$ cat src/rtl/uart_8n1_receiver.sv
// rtl/uart_8n1_receiver.sv - 8N1 UART receiver, 16x oversampled with 3-sample majority vote
module uart_8n1_receiver #(
  parameter int SYNC_STAGES = 2
) (
  input  logic       clk_baud_16x,
  input  logic       reset_n,
  input  logic       rx,
  output logic [7:0] recv_data,
  output logic       recv_valid,
  output logic       recv_frame_err,
  output logic       recv_busy
);

  typedef enum logic [2:0] {
    S_IDLE,
    S_START,
    S_DATA,
    S_STOP,
    S_WAIT_HIGH
  } state_t;

  state_t                 r_state;
  logic [SYNC_STAGES-1:0] r_sync;
  logic [3:0]             r_tick;
  logic [2:0]             r_index;
  logic [7:0]             r_shift;
  logic                   r_s7;
  logic                   r_s8;
  logic [7:0]             r_data;
  logic                   r_valid;
  logic                   r_frame_err;
  logic                   r_busy;

  logic                   w_rx_s;
  logic                   w_vote;

  // Chain presets to idle-high so leaving reset with rx high cannot look like a start bit.
  always_ff @(posedge clk_baud_16x or negedge reset_n) begin
    if (!reset_n) begin
      r_sync <= '1;
    end else begin
      r_sync <= {r_sync[SYNC_STAGES-2:0], rx};
    end
  end

  assign w_rx_s = r_sync[SYNC_STAGES-1];
  assign w_vote = (r_s7 & r_s8) | (r_s7 & w_rx_s) | (r_s8 & w_rx_s);

  always_ff @(posedge clk_baud_16x or negedge reset_n) begin
    if (!reset_n) begin
      r_state     <= S_IDLE;
      r_tick      <= 4'd0;
      r_index     <= 3'd0;
      r_shift     <= 8'h00;
      r_s7        <= 1'b1;
      r_s8        <= 1'b1;
      r_data      <= 8'h00;
      r_valid     <= 1'b0;
      r_frame_err <= 1'b0;
      r_busy      <= 1'b0;
    end else begin
      r_valid     <= 1'b0;
      r_frame_err <= 1'b0;
      if (r_tick == 4'd7) begin
        r_s7 <= w_rx_s;
      end
      if (r_tick == 4'd8) begin
        r_s8 <= w_rx_s;
      end

      case (r_state)
        S_IDLE: begin
          r_tick  <= 4'd0;
          r_index <= 3'd0;
          if (!w_rx_s) begin
            r_state <= S_START;
            r_busy  <= 1'b1;
          end
        end

        S_START: begin
          r_tick <= r_tick + 4'd1;
          if (r_tick == 4'd9 && w_vote) begin
            r_state <= S_IDLE;
            r_busy  <= 1'b0;
          end else if (r_tick == 4'd15) begin
            r_state <= S_DATA;
            r_index <= 3'd0;
          end
        end

        S_DATA: begin
          r_tick <= r_tick + 4'd1;
          if (r_tick == 4'd9) begin
            r_shift <= {w_vote, r_shift[7:1]};
          end
          if (r_tick == 4'd15) begin
            r_index <= r_index + 3'd1;
            if (r_index == 3'd7) begin
              r_state <= S_STOP;
            end
          end
        end

        // Leaving at tick 9 gives the next start bit slack to arrive early.
        S_STOP: begin
          r_tick <= r_tick + 4'd1;
          if (r_tick == 4'd9) begin
            if (w_vote) begin
              r_data  <= r_shift;
              r_valid <= 1'b1;
              r_state <= S_IDLE;
              r_busy  <= 1'b0;
            end else begin
              r_frame_err <= 1'b1;
              r_state     <= S_WAIT_HIGH;
            end
          end
        end

        S_WAIT_HIGH: begin
          r_tick <= 4'd0;
          if (w_rx_s) begin
            r_state <= S_IDLE;
            r_busy  <= 1'b0;
          end
        end

        default: begin
          r_state <= S_IDLE;
          r_tick  <= 4'd0;
          r_busy  <= 1'b0;
        end
      endcase
    end
  end

  assign recv_data      = r_data;
  assign recv_valid     = r_valid;
  assign recv_frame_err = r_frame_err;
  assign recv_busy      = r_busy;

endmodule

$ cat config.mk
export PLATFORM = sky130hd
export DESIGN_NAME = uart_8n1_receiver
export DESIGN_NICKNAME = d
export VERILOG_FILES = /design/src/rtl/uart_8n1_receiver.sv
export SDC_FILE = /design/constraint.sdc
export NUM_CORES = 1
export LEC_CHECK = 0
export ABC_AREA = 0
export ABC_CLOCK_PERIOD_IN_PS = 3200
export CAP_MARGIN = 40
export CORE_MARGIN = 2
export CORE_UTILIZATION = 45
export DETAILED_ROUTE_END_ITERATION = 10
export PLACE_DENSITY = 0.65
export SLEW_MARGIN = 30
export SYNTH_ARGS = -nofsm -noshare
export SYNTH_HDL_FRONTEND = slang
export SYNTH_SLANG_ARGS = --single-unit
$ cat constraint.sdc
create_clock -name clk_baud_16x -period 3.2 [get_ports clk_baud_16x]
set_input_delay 0.48 -clock clk_baud_16x [delete_from_list [all_inputs] [get_ports clk_baud_16x]]
set_output_delay 0.48 -clock clk_baud_16x [all_outputs]
set_load 0.1 [all_outputs]
# Yosys cells after proc, flatten, opt, wreduce, memory -nomap -nowiden
# Cells that the tools add are included.
totals:
  regBits: 33
  input_bits: 3
  out_inout_bits: 11
  wordCells: 73
op_classes:
  n_addsub: 2
  n_eq_ne: 19
  n_mux: 26
  bitwise: 6
  n_reduce_logical: 9
ops:
  columns: ["op", "n"]
  rows:
  - ["two-way mux 3 bit", 11]
  - ["!= test 2 bit, second input constant", 9]
  - ["case mux 3 bit (5 select lines)", 1]
  - ["== test 4 bit, second input constant", 3]
  - ["AND reduction 6 bit", 2]
  - ["two-way mux 1 bit", 11]
  - ["case mux 3 bit (3 select lines)", 1]
  - ["== test 3 x 2 -> 1 bit, second input constant", 2]
  - ["== test 3 bit, second input constant", 2]
  - ["case mux 1 bit (5 select lines)", 1]
  - ["adder 4 x 1 -> 4 bit, second input constant", 1]
  - ["== test 4 x 3 -> 1 bit, second input constant", 1]
  - ["two-way mux 4 bit", 1]
  - ["AND reduction 4 bit", 1]
  - ["adder 3 x 1 -> 3 bit, second input constant", 1]
  - ["AND 1 bit", 3]
  - ["== test 3 x 1 -> 1 bit, second input constant", 1]
  - ["zero test 3 bit", 1]
  - ["!= test 3 bit, second input constant", 1]
  - ["AND reduction 3 bit", 1]
  - ["nonzero test 3 bit", 1]
  - ["OR reduction 3 bit", 1]
  - ["OR 1 bit", 2]
  - ["AND reduction 2 bit", 1]
  - ["2 further kinds", 2]

# Longest topological paths before layout
# Gate-level depths: netlist of the first run.
logic_depth:
  word_depth: 6
  ltp_mapped: 7
  ltp_nobuf: 5

# Worst setup path before layout of the first run
# OpenSTA, ideal clock, no wires.
synth_path:
  path_type: "flip-flop to flip-flop"
  from: "reg r_tick[0]"
  to: "reg r_shift[0]"
  setup_time_ns: 0.125
  arrival_time_ns: 1.462
  required_time_ns: 3.075
  setup_slack_ns: 1.613
  stages_incl_launch_ff: 7
  path_buffers: 2
  period_less_slack_ns: 1.587
  path_cell_list: "dfrtp_1 > ha_1 > and3b_1 > buf_6 > and3_4 > buf_6 > mux2_4"
synth_via:
  elab_chain_cells: 2
synth_rtl:
  columns: ["element", "line_no", "source"]
  rows:
  - ["start, declared", "24", "logic [3:0] r_tick;"]
  - ["start signal, assigned", "82", "r_tick <= r_tick + 4'd1;"]
  - ["start signal, assigned", "93", "r_tick <= r_tick + 4'd1;"]
  - ["start signal, assigned", "107", "r_tick <= r_tick + 4'd1;"]
  - ["== test 4 bit", "94", "if (r_tick == 4'd9) begin"]
  - ["AND reduction 2 bit (no line)", null, null]
  - ["end signal, assigned", "95", "r_shift <= {w_vote, r_shift[7:1]};"]
  - ["end, declared", "26", "logic [7:0] r_shift;"]
# Every way passes these cells.
# A chain may end at the register's enable or synchronous reset.

# Worst setup path in the final report of the first run
layout_path:
  from: "reg r_busy (netlist: recv_busy)"
  to: "out recv_busy"
layout_lines:
  columns: ["element", "line_no", "source"]
  rows:
  - ["start, declared", "32", "logic r_busy;"]
  - ["start signal, assigned", "60", "r_busy <= 1'b0;"]
  - ["start signal, assigned", "77", "r_busy <= 1'b1;"]
  - ["start signal, assigned", "85", "r_busy <= 1'b0;"]
  - ["end, declared", "11", "output logic recv_busy"]
# No word-level cell between the ends.

==> results of run 1 <==
==> state kept, by name (all words and copies together) (netlist names) <==
register        cells
recv_data           8
r_state             3
r_index             3
recv_busy           1
r_shift             8
r_sync              2
r_s7                1
recv_frame_err      1
r_tick              4
r_s8                1
recv_valid          1
==> layer usage <==
metal / wire [µm] / global-route usage [%] / vias to the layer above
met3: 122 / 6.30 / 3
li1: - / - / 443
met4: 19 / 3.95 / 0
met5: 0 / 0 / -
met2: 1180 / 24.5 / 20
met1: 1140 / 20.3 / 456
==> cell families after synthesis <==
| family | count (synthesis) | synth area share, % |
|---|---|---|
| AO/OA/AOI/OAI | 14 | 6.38 |
| adder cells (fa/ha/maj) | 7 | 5.54 |
| AND/OR/NAND/NOR | 25 | 10.5 |
| multiplexers | 18 | 15.6 |
| XOR/XNOR | 2 | 1.17 |
| flip-flops | 33 | 55.7 |
| buffers and inverters | 14 | 5.12 |
==> power groups by stage <==
stage                     Combinational [mW]  Clock, mW  Sequential (mW)
final                                  0.295      0.326            0.554
after global routing                   0.333      0.353            0.564
after CTS                              0.300      0.331            0.552
after detailed placement               0.298          0            0.561
after global placement                 0.267          0            0.555
after floorplan                        0.213          0            0.569
==> Yosys cell counts (2+ instances only) <==
master / instances / area (µm²)
dfrtp_1: 29 / 726
mux2_2: 10 / 113
inv_1: 9 / 33.8
mux2_4: 8 / 120
nand3_1: 7 / 35.0
nor2_1: 7 / 26.3
ha_1: 5 / 62.6
dfstp_2: 4 / 105
o21ai_0: 4 / 20.0
a21oi_1: 2 / 10.0
buf_4: 2 / 15.0
buf_6: 2 / 22.5
maj3_1: 2 / 20.0
nand2_1: 2 / 7.51
nand3b_1: 2 / 15.0
o211ai_1: 2 / 15.0
==> stage by stage <==
step / instances / setup slack (ps) / power (mW) / utilization [%] / area [µm²]
5_1_grt: 185 / 1230 / 1.25 / 61.0 / 1890
3_3_place_gp: 166 / 1260 / 0.822 / 52.9 / 1640
6_report: 185 / 1290 / 1.17 / 61.0 / 1890
4_1_cts: 185 / 1280 / 1.18 / 61.0 / 1890
3_5_place_dp: 177 / 1490 / 0.859 / 58.2 / 1810
2_1_floorplan: 113 / 1610 / 0.782 / - / 1490
==> layout make-up <==
type	instances	area (µm²)	share of cell area, %
sequential	33	831	43.9
multi-input combinational	66	584	30.9
timing repair buffer	25	303	16.0
clock buffer	7	55.1	2.91
tap	44	55.1	2.91
inverter	9	33.8	1.79
clock inverter	1	30.0	1.59
==> worst max-delay path by stage <==
stage | from | to | slack, ps | cells past startpoint
detailed placement | r_tick[1]$_DFF_PN0_ | r_shift[0]$_DFFE_PN0P_ | 1490 | 5
finish | recv_busy$_DFFE_PN0P_ | recv_busy | 1290 | 2
CTS | recv_data[0]$_DFFE_PN0P_ | recv_data[0] | 1280 | 2
global placement | recv_data[0]$_DFFE_PN0P_ | recv_data[0] | 1260 | 1
global route | recv_data[0]$_DFFE_PN0P_ | recv_data[0] | 1230 | 2
floorplan | r_tick[0]$_DFF_PN0_ | r_shift[0]$_DFFE_PN0P_ | 1610 | 6
==> flow_metrics.tcl, run 1 <==
set metrics [dict create \
    grt_max_degree 34 \
    synth-edff-count 0 \
    p_leak_nw 0.891 \
    hold_end "r_sync[1]$_DFF_PN1_" \
    worstRegToRegCells 5 \
    combPwrFrac_pct 25.1 \
    worst_slew_pin_slew_ps 475 \
    rows 20 \
    dieHeight_um 61.6 \
    track_usage_pct 15.6 \
    max_freq_ghz 0.525 \
    io_pins 14 \
    rsz0062_at_grt "false" \
    fin_crit_ps 1910 \
    clockBufferDepth 2 \
    areaGrowthSynthToFinish_pct 26.8 \
    antenna_found_initial 0 \
    gp_congestion 0.837 \
    syn_area_um2 1490 \
    route.detailed.drc 0 \
    worstPathArrival_ps 1430 \
    tritoncts "built" \
    path_clk_slew_ps 110 \
    status "complete, no violations" \
    slowest_delay_ps 510 \
    cts_max_level 2 \
    r2r-start "r_tick[1]$_DFF_PN0_" \
    setup_violations 0 \
    synth-seq-cells 33 \
    cts_made_buffers 5 \
    clk_latency_ps 340 \
    async_flop_share_pct 100 \
    path_class "flop to primary output" \
    p_sw_share_pct 32.6 \
    cp_max_fo 2 \
    drt-total-wl_mm 2.47 \
    postCtsSetupRepairBufs 0 \
    cts_sinks 33 \
    internal-power_uw 792 \
    holdWs_ps 359 \
    hold_class "flop to flop" \
    cp-start-kind "flop" \
    fin_tns_setup_ps 0 \
    drv_cap 0 \
    routedWlPerCell_um 13.3 \
    cp_top_family "buffers and inverters" \
    drt-vias-per-instance 4.98 \
    p_seq_share_pct 47.1 \
    synth_cells 113 \
    layout_commonest_cell "dfrtp_1" \
    ctsHoldBuffers 0 \
    grt_pass1_wl_mm 4.26 \
    drt_first_iter_violations 35 \
    final_cell_mix "dfrtp_1 (29), clkdlybuf4s50_1 (13), buf_8 (11), mux2_2 (10), inv_1 (9)" \
    clock_skew_ps 18.6 \
    post-dp-hpwl_mm 1.74 \
    crit_buf_inv 2 \
    yosys_warnings 0 \
    dieArea_um2 3790 \
    initial_core_util_pct 48.1 \
    slew_violations 0 \
    nFillCells 264 \
    ys.flop_type "dfrtp_1" \
    grt_pass1_vias 912 \
    drive_above_1_share_pct 32.6 \
    path_cells "clkdlybuf4s50_1 -> buf_8" \
    reg2reg_slack_ps 1510 \
    max_slew_margin_pct 68.0 \
    ir_drop_uv 262 \
    drtPass1Iterations 4 \
    via_count 922 \
    portBuffers 13 \
    grt.overflow.total 0 \
    diodes 0 \
    r2r-end "r_shift[4]$_DFFE_PN0P_" \
    dieWidth_um 61.6 \
    layout.nets 148 \
    core_area_um2 3100 \
    required_ps 2720 \
    worstHoldStart "r_sync[0]$_DFF_PN1_" \
    hold_depth 0 \
    ys_types 32 \
    ys_seq_area_share_pct 55.7 \
    finalCritPeriodShare_pct 59.5 \
    end_kind "primary output" \
    cts_resized 0 \
    drtAntennaViolNets 0 \
    power_per_cell_area_nw_per_um2 621 \
    cts-root-buf "clkbuf_4" \
    slowest_stage "clkdlybuf4s50_1" \
    hold_viol 0 \
    avgSynthCellArea_um2 13.2 \
    clkPwrFrac_pct 27.7 \
    switchingPower_uw 383 \
    syn_nets 121 \
]
No activity file was read; power rests on OpenSTA's default activity.
==> run 2, diff against run 1 <==
ABC_CLOCK_PERIOD_IN_PS = 1700   (was 3200)
PLACE_DENSITY = 0.68   (was 0.65)
clock period = 1.7 ns   (was 3.2 ns; I/O delays follow)
==> run 2 against run 1 <==
- sequential power increased by 80%
- global-route usage is 1.4 points higher
- clock skew shrank 10 ps
- clock-buffer cell count did not move
- via count grew 2.3%
- worst hold slack got worse by 51 ps
- routed wire length increased by 10%
- final cell count decreased by 2.2%
- core utilization shrank 0.081 points
- non-clock buffer count is 4 lower
- largest cell class unchanged
==> flow_metrics.tcl, run 2 (synthesis gave the netlist of run 1 again) <==
set metrics [dict create \
    portBuffers 13 \
    io_pins 14 \
    setup.worst_path.start "r_tick[1]$_DFF_PN0_" \
    worst_slew_pin_slew_ps 471 \
    cts_resized 0 \
    ctsHoldBuffers 0 \
    dieHeight_um 61.6 \
    grt.overflow.total 0 \
    drive_above_1_share_pct 38.7 \
    slew_violations 0 \
    cts_max_level 2 \
    r2r-end "r_shift[3]$_DFFE_PN0P_" \
    worstRegToRegCells 5 \
    rows 20 \
    post-dp-hpwl_mm 1.91 \
    drtAntennaViolNets 0 \
    drtPass1Iterations 4 \
    via_count 943 \
    path_clk_slew_ps 100 \
    cts_made_buffers 5 \
    grt_max_degree 34 \
    fin_tns_setup_ps 0 \
    setup_violations 0 \
    core_area_um2 3100 \
    routedWlPerCell_um 15.0 \
    initial_core_util_pct 48.1 \
    diodes 0 \
    drt-total-wl_mm 2.72 \
    layout.nets 144 \
    worstPathArrival_ps 1860 \
    finalCritPeriodShare_pct 96.7 \
    fin_util_pct 60.9 \
    max_freq_ghz 0.609 \
    tritoncts "built" \
    gp_congestion 0.756 \
    final_cell_mix "dfrtp_1 (29), buf_12 (11), mux2_2 (10), inv_1 (9)" \
    fin_crit_ps 1640 \
    multi_input_area_um2 584 \
    areaGrowthSynthToFinish_pct 26.7 \
    clk_latency_ps 330 \
    clockBufferDepth 2 \
    end_kind "flop" \
    ir_drop_uv 682 \
    dieArea_um2 3790 \
    clock_skew_ps 8.55 \
    antenna_found_initial 0 \
    max_slew_margin_pct 68.2 \
    r2r-start "r_tick[1]$_DFF_PN0_" \
    grt_pass1_wl_mm 4.43 \
    seqCellArea_um2 831 \
    drt_first_iter_violations 45 \
    drt-vias-per-instance 5.21 \
    power_per_cell_area_nw_per_um2 1230 \
    hold_viol 0 \
    postCtsSetupRepairBufs 0 \
    cp_max_fo 8 \
    layout_commonest_cell "dfrtp_1" \
    p_leak_nw 0.900 \
    cp-start-kind "flop" \
    nFillCells 276 \
    route.detailed.drc 0 \
    hold_class "primary input to async pin" \
    path_class "flop to flop" \
    grt_pass1_vias 989 \
    cts-root-buf "clkbuf_4" \
    track_usage_pct 17.0 \
    rsz0062_at_grt "false" \
    drv_cap 0 \
    required_ps 1920 \
    dieWidth_um 61.6 \
    status "complete, no violations" \
    cts_sinks 33 \
    reg2reg_slack_ps 60 \
]
run 2: changes by cell type in the layout (fill, tap and decap cells not counted), sizes merged:
cell           before  now
clkdlybuf4s50      13    2
buf                12   19
run 2: per-layer routing:
layer / GRT usage [%] / wire length, µm / part of all wire [%] / vias to the layer above
li1: - / - / - / 438
met1: 20.2 / 1180 / 44 / 479
met2: 26.6 / 1370 / 50 / 18
met3: 5.46 / 106 / 3.9 / 8
met4: 10.6 / 59 / 2.2 / 0
met5: 0 / 0 / 0 / -
run 2: cell type report:
| type | instances | area share, % |
|---|---|---|
| multi-input cells | 66 | 30.9 |
| flip-flops and latches | 33 | 44.0 |
| well taps | 44 | 2.91 |
| inverters | 9 | 1.79 |
| repair buffers | 21 | 15.9 |
| clock buffers | 7 | 2.91 |
| clock inverters | 1 | 1.59 |
run 2: how the worst max path moves through the flow:
stage                     cells past startpoint                endpoint  slack (ps)
after floorplan                               6  r_shift[0]$_DFFE_PN0P_         110
after global placement                        5  r_shift[4]$_DFFE_PN0P_         140
after detailed placement                      5  r_shift[7]$_DFFE_PN0P_          70
after global routing                          5  r_shift[3]$_DFFE_PN0P_          20
final                                         5  r_shift[3]$_DFFE_PN0P_          60
after CTS                                     5  r_shift[3]$_DFFE_PN0P_          60
run 2: critical path, stage by stage, from the launching register on:
cell and delay [ps]:
dfrtp_1 410, inv_1 100, ha_1 140, and3b_1 250
and3_4 320, mux2_4 320
run 2: power breakdown:
part | total, mW | leakage (nW) | switching, mW | internal (mW)
registers | 0.995 | 0.432 | 0.0853 | 0.909
clock network | 0.611 | 0.0455 | 0.260 | 0.351
logic | 0.721 | 0.423 | 0.418 | 0.302
run 2: per-stage QoR:
step / std cells / power (mW) / setup WS, ps / hold WS (ps) / instance area (µm²)
after floorplan: 113 / 1.47 / 113 / -40.6 / 1490
after global placement: 173 / 1.68 / 143 / 349 / 1800
after detailed placement: 173 / 1.73 / 69.7 / 350 / 1800
after CTS: 181 / 2.34 / 55.7 / 316 / 1890
after global routing: 181 / 2.45 / 20.4 / 298 / 1890
final: 181 / 2.33 / 56.9 / 308 / 1890
